File: src/rtl/pipe_control.sv
// pipe_control: control half of a five-stage pipeline. Decodes in D, carries
// the control bundle through D->E, E->M and M->W, resolves branches in E,
// detects load-use hazards and produces the forwarding selects.
module pipe_control #(
  parameter bit FULL_BRANCH    = 1'b1,
  parameter bit U_TYPE_EN      = 1'b1,
  parameter int REG_ADDR_WIDTH = 5
) (
  input  logic                      clk,
  input  logic                      rst,
  input  logic [31:0]               instr_d,
  input  logic                      zero_e,
  input  logic                      lt_e,
  input  logic                      ltu_e,
  output logic [2:0]                imm_src_d,
  output logic [3:0]                alu_control_e,
  output logic                      alu_src_e,
  output logic                      alu_a_pc_e,
  output logic [1:0]                pc_src_e,
  output logic                      mem_write_m,
  output logic [2:0]                addr_ctl_m,
  output logic                      reg_write_w,
  output logic [1:0]                result_src_w,
  output logic [REG_ADDR_WIDTH-1:0] rd_w,
  output logic [1:0]                forward_a_e,
  output logic [1:0]                forward_b_e,
  output logic                      stall_f,
  output logic                      stall_d,
  output logic                      flush_d,
  output logic                      flush_e,
  output logic                      illegal_w
);

  localparam logic [6:0] OP_R      = 7'b0110011;
  localparam logic [6:0] OP_I      = 7'b0010011;
  localparam logic [6:0] OP_LOAD   = 7'b0000011;
  localparam logic [6:0] OP_STORE  = 7'b0100011;
  localparam logic [6:0] OP_BRANCH = 7'b1100011;
  localparam logic [6:0] OP_JAL    = 7'b1101111;
  localparam logic [6:0] OP_JALR   = 7'b1100111;
  localparam logic [6:0] OP_LUI    = 7'b0110111;
  localparam logic [6:0] OP_AUIPC  = 7'b0010111;

  typedef struct packed {
    logic                      reg_write;
    logic [1:0]                result_src;
    logic                      mem_write;
    logic                      is_load;
    logic                      branch;
    logic                      jal;
    logic                      jalr;
    logic [3:0]                alu_control;
    logic                      alu_src;
    logic                      alu_a_pc;
    logic [2:0]                funct3;
    logic [REG_ADDR_WIDTH-1:0] rd;
    logic [REG_ADDR_WIDTH-1:0] rs1;
    logic [REG_ADDR_WIDTH-1:0] rs2;
    logic                      illegal;
  } ctl_t;

  // Shared ALU-op mapping for R and I-ALU; alt selects sub/sra.
  function automatic logic [3:0] alu_op(input logic [2:0] f3, input logic alt);
    case (f3)
      3'b000:  alu_op = alt ? 4'b0001 : 4'b0000;
      3'b001:  alu_op = 4'b0111;
      3'b010:  alu_op = 4'b0101;
      3'b011:  alu_op = 4'b0110;
      3'b100:  alu_op = 4'b0100;
      3'b101:  alu_op = alt ? 4'b1011 : 4'b1000;
      3'b110:  alu_op = 4'b0011;
      default: alu_op = 4'b0010;
    endcase
  endfunction

  // MEM result has priority over WB; x0 never forwards.
  function automatic logic [1:0] fwd_sel(input logic [REG_ADDR_WIDTH-1:0] rs,
                                         input logic rw_m, input logic [REG_ADDR_WIDTH-1:0] rdm,
                                         input logic rw_w, input logic [REG_ADDR_WIDTH-1:0] rdw);
    if (rw_m && rdm != '0 && rdm == rs)      fwd_sel = 2'b10;
    else if (rw_w && rdw != '0 && rdw == rs) fwd_sel = 2'b01;
    else                                     fwd_sel = 2'b00;
  endfunction

  logic [6:0]                opcode;
  logic [2:0]                funct3;
  logic [6:0]                funct7;
  logic [REG_ADDR_WIDTH-1:0] rs1_f, rs2_f;
  logic [2:0]                imm_src;
  logic                      legal, uses_rs1, uses_rs2;
  logic                      load_use, taken;
  ctl_t                      ctl_d, ctl_e;
  logic                      reg_write_m, illegal_m;
  logic [1:0]                result_src_m;
  logic [REG_ADDR_WIDTH-1:0] rd_m;

  assign opcode = instr_d[6:0];
  assign funct3 = instr_d[14:12];
  assign funct7 = instr_d[31:25];
  assign rs1_f  = REG_ADDR_WIDTH'(instr_d[19:15]);
  assign rs2_f  = REG_ADDR_WIDTH'(instr_d[24:20]);

  // D-stage decode; anything not recognised becomes a bubble tagged illegal.
  always_comb begin
    ctl_d    = '0;
    imm_src  = 3'b000;
    legal    = 1'b1;
    uses_rs1 = 1'b1;
    uses_rs2 = 1'b0;
    ctl_d.rd     = REG_ADDR_WIDTH'(instr_d[11:7]);
    ctl_d.funct3 = funct3;
    case (opcode)
      OP_R: begin
        uses_rs2 = 1'b1;
        ctl_d.reg_write   = 1'b1;
        ctl_d.alu_control = alu_op(funct3, funct7[5]);
        legal = (funct7 == 7'b0000000) ||
                (funct7 == 7'b0100000 && (funct3 == 3'b000 || funct3 == 3'b101));
      end
      OP_I: begin
        ctl_d.reg_write   = 1'b1;
        ctl_d.alu_src     = 1'b1;
        ctl_d.alu_control = alu_op(funct3, funct3 == 3'b101 && funct7[5]);
        if (funct3 == 3'b001)      legal = (funct7 == 7'b0000000);
        else if (funct3 == 3'b101) legal = (funct7 == 7'b0000000) || (funct7 == 7'b0100000);
      end
      OP_LOAD: begin
        ctl_d.reg_write  = 1'b1;
        ctl_d.result_src = 2'b01;
        ctl_d.is_load    = 1'b1;
        ctl_d.alu_src    = 1'b1;
        legal = funct3 inside {3'b000, 3'b001, 3'b010, 3'b100, 3'b101};
      end
      OP_STORE: begin
        uses_rs2 = 1'b1;
        imm_src  = 3'b001;
        ctl_d.mem_write = 1'b1;
        ctl_d.alu_src   = 1'b1;
        legal = funct3 inside {3'b000, 3'b001, 3'b010};
      end
      OP_BRANCH: begin
        uses_rs2 = 1'b1;
        imm_src  = 3'b010;
        ctl_d.branch      = 1'b1;
        ctl_d.alu_control = 4'b0001;
        legal = (funct3 inside {3'b000, 3'b001}) || (FULL_BRANCH && funct3[2]);
      end
      OP_JAL: begin
        uses_rs1 = 1'b0;
        imm_src  = 3'b011;
        ctl_d.reg_write  = 1'b1;
        ctl_d.result_src = 2'b10;
        ctl_d.jal        = 1'b1;
      end
      OP_JALR: begin
        ctl_d.reg_write  = 1'b1;
        ctl_d.result_src = 2'b10;
        ctl_d.jalr       = 1'b1;
        ctl_d.alu_src    = 1'b1;
        legal = (funct3 == 3'b000);
      end
      OP_LUI: begin
        uses_rs1 = 1'b0;
        imm_src  = 3'b100;
        ctl_d.reg_write  = 1'b1;
        ctl_d.result_src = 2'b11;
        legal = U_TYPE_EN;
      end
      OP_AUIPC: begin
        uses_rs1 = 1'b0;
        imm_src  = 3'b100;
        ctl_d.reg_write = 1'b1;
        ctl_d.alu_src   = 1'b1;
        ctl_d.alu_a_pc  = 1'b1;
        legal = U_TYPE_EN;
      end
      default: legal = 1'b0;
    endcase
    ctl_d.rs1 = uses_rs1 ? rs1_f : '0;
    ctl_d.rs2 = uses_rs2 ? rs2_f : '0;
    if (!legal) begin
      ctl_d         = '0;
      ctl_d.illegal = 1'b1;
      imm_src       = 3'b000;
    end
  end

  // Immediate select is forced low while reset is held so every output reads 0.
  assign imm_src_d = rst ? 3'b000 : imm_src;

  // E-stage branch/jump resolution and hazard response; flush beats stall.
  always_comb begin
    case (ctl_e.funct3)
      3'b000:  taken = zero_e;
      3'b001:  taken = !zero_e;
      3'b100:  taken = lt_e;
      3'b101:  taken = !lt_e;
      3'b110:  taken = ltu_e;
      3'b111:  taken = !ltu_e;
      default: taken = 1'b0;
    endcase
    if (ctl_e.jalr)                          pc_src_e = 2'b10;
    else if (ctl_e.jal || (ctl_e.branch && taken)) pc_src_e = 2'b01;
    else                                     pc_src_e = 2'b00;
    load_use = ctl_e.is_load && (ctl_e.rd != '0) &&
               ((ctl_e.rd == rs1_f) || (uses_rs2 && ctl_e.rd == rs2_f));
    flush_d  = (pc_src_e != 2'b00);
    flush_e  = flush_d || load_use;
    stall_f  = load_use && !flush_d;
    stall_d  = load_use && !flush_d;
  end

  assign forward_a_e   = fwd_sel(ctl_e.rs1, reg_write_m, rd_m, reg_write_w, rd_w);
  assign forward_b_e   = fwd_sel(ctl_e.rs2, reg_write_m, rd_m, reg_write_w, rd_w);
  assign alu_control_e = ctl_e.alu_control;
  assign alu_src_e     = ctl_e.alu_src;
  assign alu_a_pc_e    = ctl_e.alu_a_pc;

  // D->E register: a flush (branch or load-use) inserts a bubble.
  always_ff @(posedge clk or posedge rst) begin
    if (rst)          ctl_e <= '0;
    else if (flush_e) ctl_e <= '0;
    else              ctl_e <= ctl_d;
  end

  // E->M register advances every cycle.
  always_ff @(posedge clk or posedge rst) begin
    if (rst) begin
      reg_write_m  <= 1'b0;
      result_src_m <= 2'b00;
      mem_write_m  <= 1'b0;
      addr_ctl_m   <= 3'b000;
      rd_m         <= '0;
      illegal_m    <= 1'b0;
    end else begin
      reg_write_m  <= ctl_e.reg_write;
      result_src_m <= ctl_e.result_src;
      mem_write_m  <= ctl_e.mem_write;
      addr_ctl_m   <= (ctl_e.is_load || ctl_e.mem_write) ? ctl_e.funct3 : 3'b000;
      rd_m         <= ctl_e.rd;
      illegal_m    <= ctl_e.illegal;
    end
  end

  // M->W register advances every cycle.
  always_ff @(posedge clk or posedge rst) begin
    if (rst) begin
      reg_write_w  <= 1'b0;
      result_src_w <= 2'b00;
      rd_w         <= '0;
      illegal_w    <= 1'b0;
    end else begin
      reg_write_w  <= reg_write_m;
      result_src_w <= result_src_m;
      rd_w         <= rd_m;
      illegal_w    <= illegal_m;
    end
  end

endmodule

File: config.mk
export PLATFORM = sky130hd
export DESIGN_NAME = pipe_control
export DESIGN_NICKNAME = d
export VERILOG_FILES = /design/src/rtl/pipe_control.sv
export SDC_FILE = /design/constraint.sdc
export NUM_CORES = 1
export LEC_CHECK = 0
export ABC_AREA = 0
export CELL_PAD_IN_SITES_DETAIL_PLACEMENT = 0
export CELL_PAD_IN_SITES_GLOBAL_PLACEMENT = 2
export CORE_MARGIN = 4
export CORE_UTILIZATION = 36
export DETAILED_ROUTE_END_ITERATION = 8
export DONT_BUFFER_PORTS = 1
export PLACE_DENSITY = 0.8
export SLEW_MARGIN = 20
export SYNTH_ARGS = -nofsm -noshare
export SYNTH_HDL_FRONTEND = slang
export SYNTH_SLANG_ARGS = --single-unit
File: constraint.sdc
create_clock -name clk -period 2 [get_ports clk]
set_input_delay 0.1 -clock clk [delete_from_list [all_inputs] [get_ports clk]]
set_output_delay 0.1 -clock clk [all_outputs]
set_load 0.01 [all_outputs]
# After elaboration in Yosys (flattened, before gate mapping)
# Cells that the tools add are included.
[op_classes] n_reduce_logical=41 mux=35 n_eq_ne=27
[ops] cell="two-way mux 33 bit" n=2
[ops] cell="case mux 4 bit (7 select lines)" n=2
[ops] cell="equality test 5 bit" n=6
[ops] cell="equality test 7 x 6 -> 1 bit (second input constant)" n=4
[ops] cell="equality test 3 bit (second input constant)" n=7
[ops] cell="equality test 7 bit (second input constant)" n=3
[ops] cell="nonzero test 5 bit" n=4
[ops] cell="two-way mux 1 bit" n=16
[ops] cell="equality test 7 x 5 -> 1 bit (second input constant)" n=2
[ops] cell="logical AND 1 bit" n=13
[ops] cell="case mux 3 bit (4 select lines)" n=1
[ops] cell="case mux 4 bit (3 select lines)" n=1
[ops] cell="two-way mux 2 bit" n=5
[ops] cell="two-way mux 5 bit" n=2
[ops] cell="two-way mux 3 bit" n=3
[ops] cell="logical OR 1 bit" n=8
[ops] cell="equality test 7 x 2 -> 1 bit (second input constant)" n=1
[ops] cell="zero test 7 bit" n=1
[ops] cell="case mux 1 bit (7 select lines)" n=1
[ops] cell="OR reduction 7 bit" n=1
[ops] cell="equality test 3 x 1 -> 1 bit (second input constant)" n=2
[ops] cell="equality test 3 x 2 -> 1 bit (second input constant)" n=2
[ops] cell="zero test 3 bit" n=2
[ops] cell="case mux 1 bit (6 select lines)" n=1
[ops] cell="7 further kinds" n=13
[totals] output_inout_bits=32 register_bits=55 inputBits=37 word_cells=128

# Logic depth before layout (Yosys ltp)
# Gate-level depths: netlist (run 1).
[depth] word_depth=9 mapped_depth=9 ltp_nobuf=5

# Worst setup path before layout (run 1)
# No wires, ideal clock.
[synth_path] path_type="input -> output" start="input instr_d[2]" end="output stall_f" n_path_buf=4 cell_stages=9 arrival_ns=1.833 setup_slack_ns=0.067 path_cell_list="buf_6 -> nand4bb_4 -> buf_6 -> a211oi_4 -> nand4_1 -> a21oi_2 -> buf_6 -> and2b_1 -> buf_4"
[synth_between] elab_chain_cells=7
[synth_lines] element="start, declared" line_no="11" text="input logic [31:0] instr_d,"
[synth_lines] element="equality test 7 x 6 -> 1 bit or equality test 7 bit (tied branches)" line_no="112" text="case (opcode)"
[synth_lines] element="OR reduction 3 bit (no source line) (*)"
[synth_lines] element="two-way mux 1 bit (*)" line_no="112"
[synth_lines] element="logical AND 1 bit (*)" line_no="206" text="((ctl_e.rd == rs1_f) || (uses_rs2 && ctl_e.rd == rs2_f));"
[synth_lines] element="logical OR 1 bit (*)" line_no="206"
[synth_lines] element="logical AND 1 bit (*)" line_no="205" text="load_use = ctl_e.is_load && (ctl_e.rd != '0) &&"
[synth_lines] element="logical AND 1 bit (*)"
[synth_lines] element="end, declared" line_no="27" text="output logic stall_f,"
# Mark *: on every way between the ends. The rest lies on a longest branch, timed or not.

# Worst setup path after layout (run 1)
[layout_path] start="register rd_m[2]" end="output forward_b_e[0]"
[layout_between] elab_chain_cells=4
[layout_lines] element="start, declared" line_no="95" text="logic [REG_ADDR_WIDTH-1:0] rd_m;"
[layout_lines] element="start signal, assigned" line_no="240" text="rd_m <= ctl_e.rd;"
[layout_lines] element="nonzero test 5 bit" line_no="80" text="if (rw_m && rdm != '0 && rdm == rs) fwd_sel = 2'b10;"
[layout_lines] element="logical AND 1 bit" line_no="80"
[layout_lines] element="logical AND 1 bit (*)" line_no="80"
[layout_lines] element="two-way mux 2 bit (*)" line_no="80"
[layout_lines] element="end, declared" line_no="26" text="output logic [1:0] forward_b_e,"
# Marks and branches as above.

==> flow_summary.yaml, run 1 <==
outcome:
  outcome: "finished with violations"
  violations: "negative setup slack"
timing:
  fin_crit_ns: 2.01
  hold_slack_ns: 0.0238
  max_slew_margin: 0.613
  maxSlewViolCount: 0
  hold_violations: 0
  setup_violations: 3
  max_freq_mhz: 497
  fin_crit_sh: 1.01
  final.setup_skew_ns: 0.00854
  rsz0062_at_grt: "yes"
  fin_ws_ns: -0.0117
  worst_pin_slew_ns: 0.581
finish:
  multi_input_area_mm2: 0.00152
  syn_to_final_growth_pct: 24.9
  fillers: 739
  drive_gt1_frac: 0.299
  post-route-util: 0.472
  n_antenna_cell: 0
  nets: 350
  regArea_mm2: 0.00138
drt:
  drt-total-wl_um: 7480
  dr.pass1.iters: 4
  vias_per_cell: 5.24
  vias: 2178
  dr.first_iter.drc_count: 101
  route.detailed.drc: 0
  ant_nets: 0
  wl_per_cell_um: 18.0
worst_setup_path:
  cp.arrival_ns: 1.91
  cp_data_required_time_ns: 1.90
  rr_endpoint: "ctl_e[32]$_DFF_PP0_"
  r2r_start: "ctl_e[12]$_DFF_PP0_"
  critPathMaxFanout: 2
  start_kind: "flip-flop"
  endpoint: "forward_b_e[0]"
  startpoint: "rd_m[2]$_DFF_PP0_"
  rrSetupSlack_ns: 0
  worst-setup-path-type: "reg2out"
  rr_worst_depth: 6
  end_kind: "primary output"
power:
  p_total_mw: 1.93
  switchingPower_mw: 0.462
  power_frac_clock: 0.312
  p_int_mw: 1.47
  switching_share: 0.239
  power.density_mw_per_mm2: 518
  comb_power_share: 0.100
  pwr-share-seq: 0.588
  p_leak_nw: 1.59
  ir_drop_v: 0.000250
logic_synthesis:
  syn_area_mm2: 0.00298
  synth_common_cells: "dfrtp_1 (55), xor2_1 (23), nand2_1 (19)"
  yosys.area.top_type_share: 0.462
  synth-main-ff-cell: "dfrtp_1"
  async_flop_share: 1.00
  yosysMostFrequentCell: "dfrtp_1"
  syn_inst: 269
  synth_area_per_cell_um2: 11.1
  synth_edf_count: 0
  ys_warn_count: 0
  yosysTopAreaCell: "dfrtp_1"
  synth_nets: 306
  ys_seq_elements: 55
  seq_area_frac_synth: 0.462
  yosys-top-cells-area: "dfrtp_1 (46%), xor2_1 (6.8%), nor4_2 (6.3%), xnor2_1 (3.2%), nor4_4 (2.9%)"
  synth.distinct_cells: 53
floorplanning:
  core-area_mm2: 0.00789
  start_util: 0.378
  io_pins: 69
  die_x_um: 99.0
  die-area_mm2: 0.00980
  die_y_um: 99.0
  rows: 32
grt:
  grt_overflow: 0
  grt_pass1_wl_um: 12400
  antenna_found_initial: 0
  track_usage: 0.157
  grt_start_max_net_pins: 50
  grt_pass1_vias: 2328
clock_tree:
  cts-root-buf: "clkbuf_8"
  cts_buffer_depth: 2
  clock_sinks: 55
  htree_levels: 2
  clk_pin_slew_worst_paths_ns: 0.10
  clk_latency_ns: 0.30
  cts-buffers-inserted: 5
  cts_tree: "done"
worst_hold_path:
  hp-class: "in2reg"
flow_run:
  cap_viol_max_count: 0
placement:
  portBuffers: 0
  gp_congestion: 0.815
  place_hpwl_um: 5510
repair_timing:
item                                    in CTS  in global routing
hold buffers                                26                  0
resized for setup                           16                 12
pin swaps                                   13                 10
endpoints found under the hold margin       54                  0
endpoints found under the setup margin       7                  9
gates cloned                                 1                  0
setup buffers                                5                  3
cell families (layout without fill, tap and decap cells):
logic type / Yosys count / after routing / synth area share
compound gates: 35 / 35 / 0.0865
xor+xnor: 34 / 34 / 0.100
buf+inv: 27 / 72 / 0.0638
flops: 55 / 55 / 0.462
mux: 1 / 1 / 0.00336
simple gates: 117 / 117 / 0.284
state kept, by name, summed over array words and instances (netlist names):
register and flops:
result_src_w 2, illegal_w 1, reg_write_m 1, result_src_m 2, rd_w 5, alu_a_pc_e 1, addr_ctl_m 3, rd_m 5
alu_control_e 4, mem_write_m 1, illegal_m 1, ctl_e 27, alu_src_e 1, reg_write_w 1
layer usage:
metal	up-vias	wire [um]	track usage
li1	1044	-	-
met1	1067	3420	0.216
met2	63	3640	0.257
met3	4	359	0.0326
met4	0	54	0.0357
met5	-	0	0
layout make-up:
cell class | count | area share
Clock buffer | 5 | 0.0185
Clock inverter | 3 | 0.00672
Inverter | 4 | 0.00403
Multi-Input combinational cell | 187 | 0.409
Sequential cell | 55 | 0.371
Tap cell | 102 | 0.0343
Timing Repair Buffer | 60 | 0.156
critical path: stages, from the launching register on:
cell     delay, ns
dfrtp_1       0.41
or4_4         0.54
o21ai_4       0.16
nor4_2        0.08
nor4_2        0.26
buf_4         0.16
through the flow:
step	TNS [ns]	cell area, um2	instances	worst slack [ns]
after floorplan	0	2980	269	0.0672
after CTS	-0.0419	3630	413	-0.0187
after global routing	-0.562	3720	416	-0.118
final	-0.0215	3720	416	-0.0117
after detailed placement	-0.0948	3160	373	-0.0617
after global placement	0	3160	373	0.0286
power by group through the flow:
stage                     sequential [mW]  combinational, mW  clock, mW
after floorplan                      1.15              0.127          0
after CTS                            1.13              0.189      0.629
final                                1.13              0.193      0.602
after global placement               1.16              0.137          0
after global routing                 1.14              0.215      0.674
after detailed placement             1.16              0.140          0
worst min path at each step:
stage / startpoint / endpoint / slack, ns / depth (start not counted)
finish: instr_d[12] / alu_control_e[2]$_DFF_PP0_ / 0.02 / 3
global route: instr_d[6] / alu_a_pc_e$_DFF_PP0_ / 0.02 / 3
CTS: instr_d[12] / alu_control_e[2]$_DFF_PP0_ / 0.01 / 3
detailed placement: rst / ctl_e[7]$_DFF_PP0_ / -0.11 / 1
global placement: rst / ctl_e[12]$_DFF_PP0_ / -0.11 / 1
floorplan: instr_d[0] / ctl_e[32]$_DFF_PP0_ / 0.23 / 2
placed cells by master (no fill, tap or decap), drive strengths merged, types with 5 or more instances in the layout:
master | Yosys | layout
buf | 15 | 33
nor2 | 15 | 15
a31oi | 5 | 5
clkbuf | 7 | 5
dlygate4sd3 | 0 | 26
or4 | 5 | 5
o21ai | 15 | 15
xnor2 | 11 | 11
nor3 | 16 | 16
nor2b | 5 | 5
dfrtp | 55 | 55
nand3 | 7 | 7
xor2 | 23 | 23
nand2 | 19 | 19
nor4 | 26 | 26
(Power assumes the default switching activity.)
==> run 2, diff against run 1 <==
SETUP_SLACK_MARGIN = 0.05   (was unset)
==> run 2 against run 1 <==
Against the previous run:
- the run still ends with negative setup slack left
- sequential power is essentially flat
- fmax fell by 0.17%
- core utilization increased by 0.13 points
- sequential cell count is the same
- cell count unchanged
- largest cell class unchanged
- critical path type unchanged
- cell area grew 0.27%
- setup slack got worse by 0.0033 ns
- die area unchanged
- wire length up 0.71%
- clock skew about the same
- via count decreased by 1.3%
==> flow_summary.yaml, run 2 (synthesis gave the netlist of run 1 again) <==
outcome:
  outcome: "finished with violations"
  violations: "negative setup slack"
grt:
  grt_pass1_wl_um: 12500
  grt_overflow: 0
  grt_pass1_vias: 2346
  antenna_found_initial: 0
  track_usage: 0.159
  grt_start_max_net_pins: 50
timing:
  hold_slack_ns: 0.0201
  final.setup_skew_ns: 0.00861
  setup_violations: 2
  max_slew_margin: 0.615
  fin_crit_ns: 2.01
  hold_violations: 0
  worst_pin_slew_ns: 0.578
  fin_ws_ns: -0.0150
  maxSlewViolCount: 0
  rsz0062_at_grt: "yes"
  fin_crit_sh: 1.01
  max_freq_mhz: 496
worst_setup_path:
  critPathMaxStageDelay_ns: 0.54
  critPathMaxFanout: 2
  critPathMostFrequentCell: "nor4_2"
  start_kind: "flip-flop"
  rr_worst_depth: 5
  end_kind: "primary output"
  worst_path_max_delay_cell: "or4_4"
  cp.arrival_ns: 1.91
  cp_cell_sequence: "or4_4 > o21ai_4 > nor4_2 > nor4_2 > buf_4"
  worst-setup-path-type: "reg2out"
  cp_data_required_time_ns: 1.90
clock_tree:
  cts_tree: "done"
  cts-buffers-inserted: 5
  clk_latency_ns: 0.31
  clock_sinks: 55
  htree_levels: 2
  clk_pin_slew_worst_paths_ns: 0.10
  cts_buffer_depth: 2
  cts-root-buf: "clkbuf_8"
finish:
  layout_common_cells: "dfrtp_1 (50), buf_4 (29), dlygate4sd3_1 (26)"
  syn_to_final_growth_pct: 25.3
  stdcell_count: 416
  final_area_mm2: 0.00373
  regArea_mm2: 0.00138
  fillers: 737
  final_common_cell: "dfrtp_1"
  largest_register: "ctl_e"
  drive_gt1_frac: 0.309
  reg_top3: "ctl_e x27, rd_m x5, rd_w x5"
  multi_input_area_mm2: 0.00153
  n_antenna_cell: 0
  largest_reg_flops: 27
  nets: 350
drt:
  vias: 2149
  drt-total-wl_um: 7530
  vias_per_cell: 5.17
  dr.first_iter.drc_count: 78
  wl_per_cell_um: 18.1
  dr.pass1.iters: 4
  route.detailed.drc: 0
  ant_nets: 0
power:
  ir_drop_v: 0.000250
  power.density_mw_per_mm2: 518
  p_total_mw: 1.93
  p_leak_nw: 1.59
floorplanning:
  die-area_mm2: 0.00980
  rows: 32
  core-area_mm2: 0.00789
  io_pins: 69
  die_y_um: 99.0
  die_x_um: 99.0
  start_util: 0.378
flow_run:
  cap_viol_max_count: 0
placement:
  place_area_mm2: 0.00316
  gp_congestion: 0.815
  place_hpwl_um: 5510
  place_inst: 373
  portBuffers: 0
worst_hold_path:
  min_path_cells: 3
  hp-class: "in2reg"
==> run 2: routing by layer <==
| metal | up-vias | part of all wire | track usage |
|---|---|---|---|
| met5 | - | 0 | 0 |
| li1 | 1041 | - | - |
| met4 | 0 | 0.011 | 0.0368 |
| met2 | 63 | 0.48 | 0.260 |
| met1 | 1039 | 0.46 | 0.216 |
| met3 | 6 | 0.049 | 0.0326 |
==> run 2: worst max-delay path, delay by kind of cell, from the launching register on <==
kind                   cells  cell delay, ns
AOI/OAI and AO/OA          1            0.16
buffers and inverters      1            0.16
DFF                        1            0.41
and+or+nand+nor            3            0.88
==> run 2: report_power, final <==
part           total [mW]  internal, mW  switching (mW)
Clock               0.604         0.251           0.354
Combinational       0.195        0.0951           0.100
Sequential           1.13          1.12          0.0111
==> run 2: path summary, 6_finish.rpt <==
| check | slack (ns) | start | endpoint |
|---|---|---|---|
| min in group asynchronous | 0.14 | rst | ctl_e[7]$_DFF_PP0_ |
| hold / removal | 0.02 | instr_d[12] | alu_control_e[2]$_DFF_PP0_ |
| setup / recovery | -0.01 | rd_m[2]$_DFF_PP0_ | forward_b_e[0] |
| max in group asynchronous | 1.02 | rst | rd_w[0]$_DFF_PP0_ |
| setup reg to reg | 0.09 | ctl_e[12]$_DFF_PP0_ | ctl_e[9]$_DFF_PP0_ |
| hold reg to reg | 0.35 | ctl_e[32]$_DFF_PP0_ | reg_write_m$_DFF_PP0_ |
==> run 2: cell type report <==
class,count,share of cell area
well taps,102,0.0342
repair buffers,60,0.156
multi-input cells,187,0.410
inverters,4,0.00402
clock inverters,3,0.00670
flip-flops and latches,55,0.370
clock buffers,5,0.0184
==> run 2: stage by stage <==
stage | util | setup TNS, ns | setup WS (ns)
after floorplan | - | 0 | 0.0672
after global placement | 0.401 | 0 | 0.0286
after detailed placement | 0.401 | -0.0948 | -0.0617
after CTS | 0.463 | -0.0406 | -0.0187
after global routing | 0.473 | -0.362 | -0.118
final | 0.473 | -0.0247 | -0.0150
==> run 2: timing repair <==
item,4_1_cts,5_1_grt
hold buffers,26,0
setup endpoints to repair,10,15
pin swaps,14,9
hold endpoints to repair,54,0
buffers inserted,6,2
cloned,1,0
resized for setup,19,11
==> run 3, diff against run 2 <==
BUFFER_PORTS_ARGS = -buffer_cell sky130_fd_sc_hd__buf_2   (was unset)
CORE_MARGIN = 2   (was 4)
CORE_UTILIZATION = 31   (was 36)
DONT_BUFFER_PORTS = unset   (was 1)
PLACE_DENSITY = 0.81   (was 0.8)
==> run 3 against run 2 <==
Against the previous run:
- the run now ends clean
- wire length decreased by 5.9%
- cell area increased by 2.3%
- critical path depth unchanged
- critical endpoint is now flush_e
- largest cell class unchanged
==> flow_summary.yaml, run 3 (synthesis gave the netlist of run 1 again) <==
worst_setup_path:
  rr_worst_depth: 6
  rr_endpoint: "ctl_e[4]$_DFF_PP0_"
  endpoint: "flush_e"
  rrSetupSlack_ns: 0.12
  cp_data_required_time_ns: 1.90
  crit_cells: 5
  critPathMaxStageDelay_ns: 0.53
  crit_buf_inv: 1
  r2r_start: "ctl_e[13]$_DFF_PP0_"
  end_kind: "primary output"
  start_kind: "flip-flop"
  worst_path_max_delay_cell: "or4_4"
  cp_cell_sequence: "or4_4 > o21ai_4 > a21oi_4 > or2_4 > buf_6"
  startpoint: "ctl_e[13]$_DFF_PP0_"
  critPathMaxFanout: 3
  worst-setup-path-type: "reg2out"
  cp.arrival_ns: 1.84
  cp_top_family: "simple AND/OR/NAND/NOR gates"
grt:
  grt_overflow: 0
  grt_pass1_vias: 2304
  antenna_found_initial: 0
  track_usage: 0.147
  grt_start_max_net_pins: 29
  grt_pass1_wl_um: 12000
finish:
  n_antenna_cell: 0
  post-route-util: 0.411
  drive_gt1_frac: 0.442
  fillers: 943
  layout_common_cells: "buf_2 (67), dfrtp_1 (53), buf_4 (26)"
  multi_input_area_mm2: 0.00153
  nets: 391
  regArea_mm2: 0.00138
  reg_top3: "ctl_e x27, rd_m x5, rd_w x5"
  syn_to_final_growth_pct: 28.2
  final_common_cell: "buf_2"
  largest_reg_flops: 27
  largest_register: "ctl_e"
drt:
  ant_nets: 0
  dr.pass1.iters: 4
  drt-total-wl_um: 7090
  wl_per_cell_um: 14.6
  vias: 2295
  dr.first_iter.drc_count: 79
  vias_per_cell: 4.74
  route.detailed.drc: 0
floorplanning:
  die-area_mm2: 0.0104
  core-area_mm2: 0.00928
  start_util: 0.321
  die_y_um: 102
  rows: 35
  die_x_um: 102
  io_pins: 69
placement:
  portBuffers: 68
  place_hpwl_um: 5550
  gp_congestion: 0.856
worst_hold_path:
  min_path_cells: 3
  hp-class: "in2reg"
clock_tree:
  htree_levels: 2
  clk_latency_ns: 0.31
  cts_buffer_depth: 2
  cts-buffers-inserted: 5
  clk_pin_slew_worst_paths_ns: 0.10
  cts-root-buf: "clkbuf_8"
  clock_sinks: 55
  cts_tree: "done"
timing:
  fin_crit_ns: 1.94
  fin_crit_sh: 0.972
  hold_violations: 0
  max_slew_margin: 0.566
  rsz0062_at_grt: "yes"
  maxSlewViolCount: 0
  setup_violations: 0
  max_freq_mhz: 514
  final.setup_skew_ns: 0.00906
  worst_pin_slew_ns: 0.643
power:
  p_int_mw: 1.48
  p_total_mw: 1.98
  comb_power_share: 0.124
  power_frac_clock: 0.307
  power.density_mw_per_mm2: 520
  switchingPower_mw: 0.508
  p_leak_nw: 1.78
  ir_drop_v: 0.000304
  pwr-share-seq: 0.569
  switching_share: 0.256
flow_run:
  cap_viol_max_count: 0
outcome:
  outcome: "finished clean"
[run 3: worst min-delay path by stage]
stage	start	end	slack, ns
after floorplan	instr_d[0]	ctl_e[32]$_DFF_PP0_	0.23
after global placement	rst	ctl_e[32]$_DFF_PP0_	0.23
after detailed placement	rst	ctl_e[32]$_DFF_PP0_	0.24
after CTS	instr_d[9]	ctl_e[13]$_DFF_PP0_	0.02
after global routing	instr_d[19]	ctl_e[10]$_DFF_PP0_	0.02
final	instr_d[9]	ctl_e[13]$_DFF_PP0_	0.02
[run 3: what timing repair did]
item	4_1_cts	5_1_grt
setup buffers	10	0
cloned	0	0
pin swaps	11	10
hold buffers	1	0
gates resized for setup	16	13
hold endpoints to repair	27	0
setup endpoints to repair	9	22
[run 3: power groups by stage]
| stage | logic (mW) | registers (mW) | clock network (mW) |
|---|---|---|---|
| final | 0.246 | 1.13 | 0.608 |
| after global routing | 0.273 | 1.13 | 0.694 |
| after CTS | 0.242 | 1.13 | 0.624 |
| after detailed placement | 0.226 | 1.15 | 0 |
| after global placement | 0.225 | 1.15 | 0 |
| after floorplan | 0.127 | 1.15 | 0 |
[run 3: per-stage QoR]
stage | hold slack (ns) | worst slack, ns | instance area (um2) | instances | setup TNS, ns
2_1_floorplan | 0.226 | 0.0672 | 2980 | 269 | 0
3_3_place_gp | 0.229 | 0.0170 | 3520 | 465 | 0
3_5_place_dp | 0.236 | -0.0123 | 3520 | 465 | -0.0123
4_1_cts | 0.0177 | 0.00349 | 3750 | 484 | 0
5_1_grt | 0.0213 | -0.0724 | 3820 | 484 | -0.256
6_report | 0.0230 | 0.0556 | 3820 | 484 | 0
[run 3: routing by layer]
metal / track usage / up-vias / routed length (um)
met5: 0 / - / 0
met4: 0.0431 / 0 / 74
met3: 0.0226 / 6 / 295
met2: 0.239 / 58 / 3480
met1: 0.204 / 1106 / 3240
li1: - / 1125 / -
[run 3: final cells by class]
class	instances	share of cell area
Clock buffer	5	0.0180
Timing Repair Buffer	101	0.169
Multi-Input combinational cell	187	0.400
Inverter	4	0.00393
Clock inverter	3	0.00622
Tap cell	129	0.0423
Sequential cell	55	0.361
[run 3: worst reg2reg max path: stages (launching register included)]
cell	delay, ns
dfrtp_1	0.41
or4_4	0.53
o21ai_4	0.16
a21oi_4	0.05
buf_4	0.17
buf_6	0.17
nor4_2	0.29
